--- config.mk ---
export PLATFORM = sky130hd
export DESIGN_NAME = native_mem_arbiter_flat
export DESIGN_NICKNAME = d
export VERILOG_FILES = /design/src/rtl/native_bus_pkg.sv /design/src/rtl/native_bus_if.sv /design/src/rtl/native_arb_timer.sv /design/src/rtl/native_mem_arbiter.sv /design/src/flat_wrapper.sv
export SDC_FILE = /design/constraint.sdc
export NUM_CORES = 1
export LEC_CHECK = 0
export BUFFER_PORTS_ARGS = -buffer_cell sky130_fd_sc_hd__buf_2
export CORE_MARGIN = 2
export CORE_UTILIZATION = 38
export DETAILED_ROUTE_END_ITERATION = 12
export GPL_ROUTABILITY_DRIVEN = 0
export PLACE_DENSITY = 0.75
export RECOVER_POWER = 50
export SLEW_MARGIN = 25
export SYNTH_ARGS = -nofsm -noshare
export SYNTH_HDL_FRONTEND = slang
export SYNTH_HIERARCHICAL = 1
export SYNTH_SLANG_ARGS = --single-unit
--- constraint.sdc ---
create_clock -name clk -period 1.63 [get_ports clk]
set_input_delay 0.163 -clock clk [delete_from_list [all_inputs] [get_ports clk]]
set_output_delay 0.163 -clock clk [all_outputs]
set_load 0.02 [all_outputs]
--- src/rtl/native_bus_pkg.sv ---
// Shared definitions for the native-bus memory arbiter: FSM encoding,
// requester indices and default widths.
package native_bus_pkg;

  typedef enum logic [1:0] {
    ARB_IDLE = 2'b00,
    ARB_BUSY = 2'b01,
    ARB_DONE = 2'b10
  } arb_state_e;

  localparam int REQ0 = 0;
  localparam int REQ1 = 1;

  localparam int DEF_AW      = 8;
  localparam int DEF_DW      = 8;
  localparam int DEF_TIMEOUT = 16;

endpackage

--- src/rtl/native_bus_if.sv ---
// Native memory bus: chip select, write/read strobes and address/data, with a
// ready handshake and a timeout error indication.
interface native_bus_if #(
  parameter int AW = 8,
  parameter int DW = 8
);
  logic          cs;
  logic          we;
  logic          re;
  logic [AW-1:0] addr;
  logic [DW-1:0] wdata;
  logic [DW-1:0] rdata;
  logic          ready;
  logic          err;

  // master issues the access, slave completes it
  modport master (output cs, we, re, addr, wdata, input  rdata, ready, err);
  modport slave  (input  cs, we, re, addr, wdata, output rdata, ready, err);
endinterface

--- src/rtl/native_arb_timer.sv ---
// Saturating watchdog for the arbiter's BUSY phase; expire_o flags the last
// permitted BUSY cycle. TIMEOUT=0 disables expiry.
module native_arb_timer
  import native_bus_pkg::*;
#(
  parameter int TIMEOUT = DEF_TIMEOUT
) (
  input  logic clk,
  input  logic resetn,
  input  logic clr_i,
  input  logic en_i,
  output logic expire_o
);

  localparam int            CW     = (TIMEOUT > 1) ? $clog2(TIMEOUT) : 1;
  localparam logic [CW-1:0] LAST   = (TIMEOUT > 0) ? CW'(TIMEOUT - 1) : '0;
  localparam bit            ENABLE = (TIMEOUT != 0);

  logic [CW-1:0] cnt_q;

  always_ff @(posedge clk or negedge resetn) begin
    if (!resetn) begin
      cnt_q <= '0;
    end else if (clr_i) begin
      cnt_q <= '0;
    end else if (en_i && cnt_q != LAST) begin
      cnt_q <= cnt_q + 1'b1;
    end
  end

  assign expire_o = ENABLE && en_i && (cnt_q == LAST);

endmodule

--- src/rtl/native_mem_arbiter.sv ---
// Round-robin arbiter giving two native-bus requesters access to one memory
// port; the grant is held until ready or a watchdog timeout.
module native_mem_arbiter
  import native_bus_pkg::*;
#(
  parameter int AW      = DEF_AW,
  parameter int DW      = DEF_DW,
  parameter int TIMEOUT = DEF_TIMEOUT
) (
  input  logic         clk,
  input  logic         resetn,
  native_bus_if.slave  m0,
  native_bus_if.slave  m1,
  native_bus_if.master mem,
  output logic [1:0]   grant
);

  arb_state_e    state_q;
  logic [1:0]    grant_q;
  logic          last_q;
  logic [1:0]    ready_q;
  logic [1:0]    err_q;
  logic [DW-1:0] rdata_q [2];

  logic req0, req1, busy, owner, expire;

  assign req0  = m0.cs & (m0.we | m0.re);
  assign req1  = m1.cs & (m1.we | m1.re);
  assign busy  = (state_q == ARB_BUSY);
  assign owner = grant_q[1];

  native_arb_timer #(.TIMEOUT(TIMEOUT)) u_timer (
    .clk      (clk),
    .resetn   (resetn),
    .clr_i    (!busy),
    .en_i     (busy),
    .expire_o (expire)
  );

  // NOTE: every output gets a default first so this block cannot infer a latch.
  always_comb begin
    mem.cs    = 1'b0;
    mem.we    = 1'b0;
    mem.re    = 1'b0;
    mem.addr  = '0;
    mem.wdata = '0;
    if (grant_q[0]) begin
      mem.cs    = 1'b1;
      mem.we    = m0.we;
      mem.re    = m0.re & ~m0.we;
      mem.addr  = m0.addr;
      mem.wdata = m0.wdata;
    end else if (grant_q[1]) begin
      mem.cs    = 1'b1;
      mem.we    = m1.we;
      mem.re    = m1.re & ~m1.we;
      mem.addr  = m1.addr;
      mem.wdata = m1.wdata;
    end
  end

  // NOTE: sequential state uses non-blocking assignments only, so every
  // register samples pre-edge values regardless of statement order.
  always_ff @(posedge clk or negedge resetn) begin
    if (!resetn) begin
      state_q       <= ARB_IDLE;
      grant_q       <= '0;
      last_q        <= 1'(REQ1);
      ready_q       <= '0;
      err_q         <= '0;
      // NOTE: the read-data array is only two words, so it is reset
      // like ordinary registers rather than left as uninitialised storage.
      rdata_q[REQ0] <= '0;
      rdata_q[REQ1] <= '0;
    end else begin
      ready_q <= '0;
      err_q   <= '0;
      case (state_q)
        ARB_IDLE: begin
          // tie goes to the requester that was not served last
          if (req0 && (!req1 || last_q == 1'(REQ1))) begin
            grant_q <= 2'b01;
            state_q <= ARB_BUSY;
          end else if (req1) begin
            grant_q <= 2'b10;
            state_q <= ARB_BUSY;
          end
        end
        ARB_BUSY: begin
          if (mem.ready) begin
            ready_q[owner] <= 1'b1;
            if (mem.re) rdata_q[owner] <= mem.rdata;
            last_q  <= owner;
            grant_q <= '0;
            state_q <= ARB_DONE;
          end else if (expire) begin
            err_q[owner] <= 1'b1;
            last_q  <= owner;
            grant_q <= '0;
            state_q <= ARB_DONE;
          end
        end
        ARB_DONE: state_q <= ARB_IDLE;
        default: begin
          grant_q <= '0;
          state_q <= ARB_IDLE;
        end
      endcase
    end
  end

  assign grant    = grant_q;
  assign m0.ready = ready_q[REQ0];
  assign m0.err   = err_q[REQ0];
  assign m0.rdata = rdata_q[REQ0];
  assign m1.ready = ready_q[REQ1];
  assign m1.err   = err_q[REQ1];
  assign m1.rdata = rdata_q[REQ1];

endmodule

--- src/flat_wrapper.sv ---
// flat-port wrapper written by rule: the top's interface ports become plain ports
module native_mem_arbiter_flat import native_bus_pkg::*;
#(
  parameter int AW      = DEF_AW,
  parameter int DW      = DEF_DW,
  parameter int TIMEOUT = DEF_TIMEOUT
)
  (clk, resetn, grant, m0_cs, m0_we, m0_re, m0_addr, m0_wdata, m0_rdata, m0_ready, m0_err, m1_cs, m1_we, m1_re, m1_addr, m1_wdata, m1_rdata, m1_ready, m1_err, mem_cs, mem_we, mem_re, mem_addr, mem_wdata, mem_rdata, mem_ready, mem_err);
  native_bus_if #(.AW(AW), .DW(DW)) m0_i ();
  native_bus_if #(.AW(AW), .DW(DW)) m1_i ();
  native_bus_if #(.AW(AW), .DW(DW)) mem_i ();
  input  logic clk;
  input  logic resetn;
  output logic [1:0] grant;
  input wire logic [$bits(m0_i.cs)-1:0] m0_cs;
  input wire logic [$bits(m0_i.we)-1:0] m0_we;
  input wire logic [$bits(m0_i.re)-1:0] m0_re;
  input wire logic [$bits(m0_i.addr)-1:0] m0_addr;
  input wire logic [$bits(m0_i.wdata)-1:0] m0_wdata;
  output wire logic [$bits(m0_i.rdata)-1:0] m0_rdata;
  output wire logic [$bits(m0_i.ready)-1:0] m0_ready;
  output wire logic [$bits(m0_i.err)-1:0] m0_err;
  input wire logic [$bits(m1_i.cs)-1:0] m1_cs;
  input wire logic [$bits(m1_i.we)-1:0] m1_we;
  input wire logic [$bits(m1_i.re)-1:0] m1_re;
  input wire logic [$bits(m1_i.addr)-1:0] m1_addr;
  input wire logic [$bits(m1_i.wdata)-1:0] m1_wdata;
  output wire logic [$bits(m1_i.rdata)-1:0] m1_rdata;
  output wire logic [$bits(m1_i.ready)-1:0] m1_ready;
  output wire logic [$bits(m1_i.err)-1:0] m1_err;
  output wire logic [$bits(mem_i.cs)-1:0] mem_cs;
  output wire logic [$bits(mem_i.we)-1:0] mem_we;
  output wire logic [$bits(mem_i.re)-1:0] mem_re;
  output wire logic [$bits(mem_i.addr)-1:0] mem_addr;
  output wire logic [$bits(mem_i.wdata)-1:0] mem_wdata;
  input wire logic [$bits(mem_i.rdata)-1:0] mem_rdata;
  input wire logic [$bits(mem_i.ready)-1:0] mem_ready;
  input wire logic [$bits(mem_i.err)-1:0] mem_err;
  assign m0_i.cs = m0_cs;
  assign m0_i.we = m0_we;
  assign m0_i.re = m0_re;
  assign m0_i.addr = m0_addr;
  assign m0_i.wdata = m0_wdata;
  assign m0_rdata = m0_i.rdata;
  assign m0_ready = m0_i.ready;
  assign m0_err = m0_i.err;
  assign m1_i.cs = m1_cs;
  assign m1_i.we = m1_we;
  assign m1_i.re = m1_re;
  assign m1_i.addr = m1_addr;
  assign m1_i.wdata = m1_wdata;
  assign m1_rdata = m1_i.rdata;
  assign m1_ready = m1_i.ready;
  assign m1_err = m1_i.err;
  assign mem_cs = mem_i.cs;
  assign mem_we = mem_i.we;
  assign mem_re = mem_i.re;
  assign mem_addr = mem_i.addr;
  assign mem_wdata = mem_i.wdata;
  assign mem_i.rdata = mem_rdata;
  assign mem_i.ready = mem_ready;
  assign mem_i.err = mem_err;
  native_mem_arbiter #(.AW(AW), .DW(DW), .TIMEOUT(TIMEOUT)) u_core (.clk(clk), .resetn(resetn), .m0(m0_i), .m1(m1_i), .mem(mem_i), .grant(grant));
endmodule
==> impl_metrics.ini, run 1 <==
[clock_network]
cts.path.max_buffers = 2
cts_root_buf = clkbuf_8
htreeDepth = 2
cts_tree = yes
clkLatencyLatePin_ns = 0.27
clkSinkCount = 29
clkSlewWorstSetupHoldPaths_ns = 0.06
cts_buffers = 5

[timing]
relSlewSlack_pct = 57.81
finalCritPeriodShare_pct = 98.35
rsz0062_at_grt = yes
clock.fmax_mhz = 623.8
final-setup-viol-count = 0
final.setup.worst_slack_ns = 0.02694
hold_violations = 0
tightestPinTransition_ns = 0.6329
totalNegativeSetupSlack_ns = 0
hold_slack_ns = 0.1338
fin_crit_ns = 1.603
clock_skew_ns = 0.001413
slew_viol_final = 0

[power_and_ir_drop]
pwr_density_cell_nw_per_um2 = 1754
leakage_nw = 1.218
ir_drop_uv = 775.4

[global_routing]
grt_max_degree = 30
grt_usage_pct = 17.33
grt_overflow = 0
grt_pass1_wl_um = 5692
antenna_found_initial = 0
grt_pass1_vias = 1204

[floorplanning]
ios = 91
die_area_um2 = 4337
start_util_pct = 39.71
die_w_um = 65.86
die_h_um = 65.86
core_um2 = 3661
rows = 22

[routing]
drt-total-wl_um = 3904
ant_nets = 0
via_per_inst = 4.927
route.vias.total = 1350
drc = 0
firstDrtPassIters = 4
drtIter0Drc = 37
wire_per_inst_um = 14.25

[worst_setup_path]
path_cells = buf_12 -> nor2_4 -> clkbuf_16 -> a22o_1 -> buf_4
endpoint_kind = primary output
crit_required_ns = 1.47
crit_buf_inv = 3
crit_arrival_ns = 1.44
critPathMaxStageDelay_ns = 0.45
critPathLaunchType = register
crit_fanout = 8
worst_path_max_delay_cell = dfrtp_2
critical-path-top-delay-family = buffers and inverters
crit_type = register to primary output

[synth]
synth_cells = 119
yosysUniqueCellTypes = 33
yosys.area.top_type_share_pct = 48.19
synth_largest_area_cell = dfrtp_1
yosys_warnings = 6
synth_area_leaders = dfrtp_1 (48%), mux2_2 (12%), a22o_1 (9.6%), nor2_1 (2.1%), nand4bb_4 (1.9%)
synthesis.nets = 170
synth_seq_cells = 29
syn_area_um2 = 1454
synth-seq-area-share_pct = 50.00
synth.avg_cell_area_um2 = 12.22

[placed_design]
dp_slack_ns = 0.03722
dp_hpwl_um = 2824
io_buffers = 89
dp.cells = 260

[worst_hold_path]
min_path_type = primary input to register

[final_layout]
seq_area_um2 = 730.7
multi_input_area_um2 = 729.5
layout.nets = 276
stdcell_count = 274
drive_gt1_share_pct = 63.72
filler_cell_count = 293
fin_util_pct = 62.61
area_delta_synth_final_pct = 57.66
antenna_cells = 0

[outcome]
status = finished clean

[job]
cap_violations = 0
-- sequential cells by signal, summed over array words and instances (netlist names) --
signal                flops
u_core/last_q             1
u_core/m1.rdata           8
u_core/m0.rdata           8
u_core/grant              2
u_core/u_timer/cnt_q      4
u_core/ready_q            2
u_core/state_q            2
u_core/err_q              2
-- path summary, 6_finish.rpt --
check / start / end / slack, ns / depth (start not counted)
setup reg to reg: u_core/grant[0] / u_core/m1.rdata[3] / 0.05 / 4
max in group asynchronous: resetn / u_core/state_q[0] / 0.74 / 2
hold / removal: mem_rdata[6] / u_core/m1.rdata[6] / 0.13 / 2
hold reg to reg: u_core/m0.rdata[7] / u_core/m0.rdata[7] / 0.50 / 1
min in group asynchronous: resetn / u_core/m0.rdata[7] / 0.44 / 2
setup / recovery: u_core/grant[0] / mem_addr[0] / 0.03 / 5
-- layer usage --
layer | track usage (%) | share of wire [%] | up-vias
met2 | 27.15 | 53 | 21
met3 | 5.111 | 3.0 | 4
met5 | 0 | 0 | -
met4 | 4.688 | 0.59 | 0
met1 | 23.36 | 43 | 669
li1 | - | - | 656
-- cell type report --
type	count	area share, %
Sequential cell	29	31.88
Tap cell	48	2.620
Multi-Input combinational cell	80	31.82
Inverter	6	1.092
Timing Repair Buffer	103	28.66
Clock buffer	8	3.930
-- kinds of logic (layout without fill, tap and decap cells) --
group,Yosys count,count (layout),share of synthesized area [%]
and+or+nand+nor,32,32,14.63
DFF,29,29,50.00
adders and majority gates,1,1,0.8604
buffers and inverters,10,117,2.754
muxes,19,19,14.80
AOI/OAI and AO/OA,28,28,16.95
-- synthesized netlist by cell type (all sizes together) --
master   instances
a211oi           2
a21o             1
a21oi            2
a22o            16
a2bb2oi          2
a31oi            1
and4             1
and4b            1
buf              2
clkbuf           2
dfrtp           28
dfstp            1
ha               1
inv              6
mux2            17
mux2i            2
nand2            6
nand2b           2
nand3b           2
nand4            1
nand4bb          1
nor2             8
nor2b            2
nor3             3
nor4             2
o21ai            3
o31ai            1
or2              1
or3              2
-- cells in the final DEF, fill, tap and decap left out, drive strengths merged, types with 3 or more instances in the layout --
cell,synthesis,routed
mux2,17,17
nand2,6,6
inv,6,6
clkbuf,2,9
o21ai,3,3
a22o,16,16
nor3,3,3
buf,2,101
nor2,8,8
dfrtp,28,28
-- where the power goes --
group          switching (mW)  internal [mW]  leakage [nW]
sequential              0.171          0.974         0.380
clock                   0.255          0.343        0.0455
combinational            1.21           1.07         0.792
-- per-stage QoR --
| stage | area (um^2) | power, mW |
|---|---|---|
| 2_1_floorplan | 1460 | 2.407 |
| 3_3_place_gp | 2043 | 3.064 |
| 3_5_place_dp | 2043 | 3.101 |
| 4_1_cts | 2172 | 3.784 |
| 5_1_grt | 2292 | 4.256 |
| 6_report | 2292 | 4.020 |
-- timing repair --
action / in CTS / in global routing
hold buffers: 1 / 0
buffers inserted: 2 / 2
setup endpoints to repair: 17 / 21
resized for setup: 5 / 23
endpoints found under the hold margin: 28 / 0
cloned: 0 / 1
pin swaps: 0 / 4
(Power assumes the default switching activity.)
==> run 2, diff against run 1 <==
- CAP_MARGIN: unset -> 20
- CORE_UTILIZATION: 38 -> 35
- PLACE_DENSITY: 0.75 -> 0.69
==> impl_metrics.ini, run 2 (same netlist as run 1, synthesis figures left out) <==
[timing]
slew_viol_final = 0
clock.fmax_mhz = 630.8
clock_skew_ns = 0.003796
tightestPinTransition_ns = 0.4663
final-setup-viol-count = 0
totalNegativeSetupSlack_ns = 0
fin_crit_ns = 1.585
finalCritPeriodShare_pct = 97.25
rsz0062_at_grt = yes
hold_violations = 0
relSlewSlack_pct = 68.91
final.setup.worst_slack_ns = 0.04479

[global_routing]
grt_usage_pct = 15.51
grt_pass1_vias = 1114
grt_overflow = 0
grt_pass1_wl_um = 5175
antenna_found_initial = 0
grt_max_degree = 22

[clock_network]
htreeDepth = 2
cts_root_buf = clkbuf_8
clkSlewWorstSetupHoldPaths_ns = 0.06
cts.path.max_buffers = 2
cts_buffers = 5
clkSinkCount = 29
cts_tree = yes
clkLatencyLatePin_ns = 0.28

[floorplanning]
rows = 23
die_h_um = 68.45
die_area_um2 = 4685
start_util_pct = 36.35
core_um2 = 4000
die_w_um = 68.45
ios = 91

[power_and_ir_drop]
p_clk_share_pct = 19.0
ir_drop_uv = 745.7
p_int_mw = 2.416
combPwrFrac_pct = 53.2
swShare_pct = 40.21
seq_power_share_pct = 27.9
leakage_nw = 1.176
netSwitchingPower_mw = 1.625
pwr_density_cell_nw_per_um2 = 1785

[final_layout]
mostFrequentLayoutCell = buf_2
layout.nets = 281
fin_util_pct = 56.58
filler_cell_count = 364
antenna_cells = 0
multi_input_area_um2 = 711.9
seq_area_um2 = 729.5
stdcell_count = 281
drive_gt1_share_pct = 56.28
area_delta_synth_final_pct = 55.68
final_cell_mix = buf_2 (70), dfrtp_1 (26), clkbuf_1 (17)

[routing]
drc = 0
drtIter0Drc = 61
route.vias.total = 1329
wl_met2_um = 1829
firstDrtPassIters = 4
wl_met1_um = 1683
drt-total-wl_um = 3753
met3WireLength_um = 197
ant_nets = 0
via_per_inst = 4.730
highest_layer = met4
wire_per_inst_um = 13.36

[worst_setup_path]
critPathLaunchType = register
endpoint_kind = primary output
crit_fanout = 4
crit_required_ns = 1.47
crit_arrival_ns = 1.42
crit_type = register to primary output

[placed_design]
dp_hpwl_um = 2727
dp_slack_ns = 0.06474
io_buffers = 89
dp.cells = 266

[worst_hold_path]
min_path_type = primary input to register

[job]
cap_violations = 0

[outcome]
status = finished clean
[run 2: metrics by stage]
stage	hold WS [ns]	total power, mW	cell area, um^2
6_report	0.1211	4.041	2263
5_1_grt	0.1162	4.308	2263
4_1_cts	0.09755	3.984	2228
3_5_place_dp	0.1447	3.097	2063
3_3_place_gp	0.1465	3.064	2063
2_1_floorplan	-0.1326	2.407	1460
[run 2: area by class of cell]
type | count | area share, %
Tap cell | 50 | 2.764
Inverter | 6 | 1.106
Sequential cell | 29 | 32.23
Timing Repair Buffer | 108 | 27.31
Clock inverter | 1 | 1.327
Clock buffer | 7 | 3.814
Multi-Input combinational cell | 80 | 31.45
[run 2: power by group through the flow]
stage | Clock, mW | Sequential, mW | Combinational (mW)
3_3_place_gp | 0 | 1.12 | 1.94
2_1_floorplan | 0 | 1.37 | 1.04
4_1_cts | 0.789 | 1.12 | 2.07
5_1_grt | 0.828 | 1.16 | 2.32
6_report | 0.766 | 1.13 | 2.15
3_5_place_dp | 0 | 1.13 | 1.96
[run 2: path summary, 6_finish.rpt]
kind	from	end	slack, ns	cells past startpoint
worst max-delay path	u_core/grant[0]	mem_cs	0.04	4
worst min-delay path	mem_rdata[5]	u_core/m0.rdata[5]	0.12	2
worst max register to register	u_core/grant[0]	u_core/m1.rdata[0]	0.08	4
worst min register to register	u_core/last_q	u_core/last_q	0.49	2
max in group asynchronous	resetn	u_core/m1.rdata[2]	0.70	3
min in group asynchronous	resetn	u_core/m0.rdata[7]	0.36	2
[run 2: layer usage]
metal | GRT usage (%) | up-vias
li1 | - | 673
met5 | 0 | -
met4 | 6.250 | 0
met2 | 21.15 | 37
met1 | 21.57 | 615
met3 | 6.250 | 4
[run 2: what timing repair did]
item	4_1_cts	5_1_grt
buffers inserted	1	4
endpoints found under the hold margin	18	0
hold buffers	1	0
endpoints found under the setup margin	16	24
resized for setup	10	6
pin swaps	1	2
cloned	1	0
[run 2: critical path, cell delays in order, from the launching register on]
cell     delay (ns)
dfrtp_2        0.43
buf_6          0.13
buf_4          0.14
or2_2          0.28
buf_2          0.16
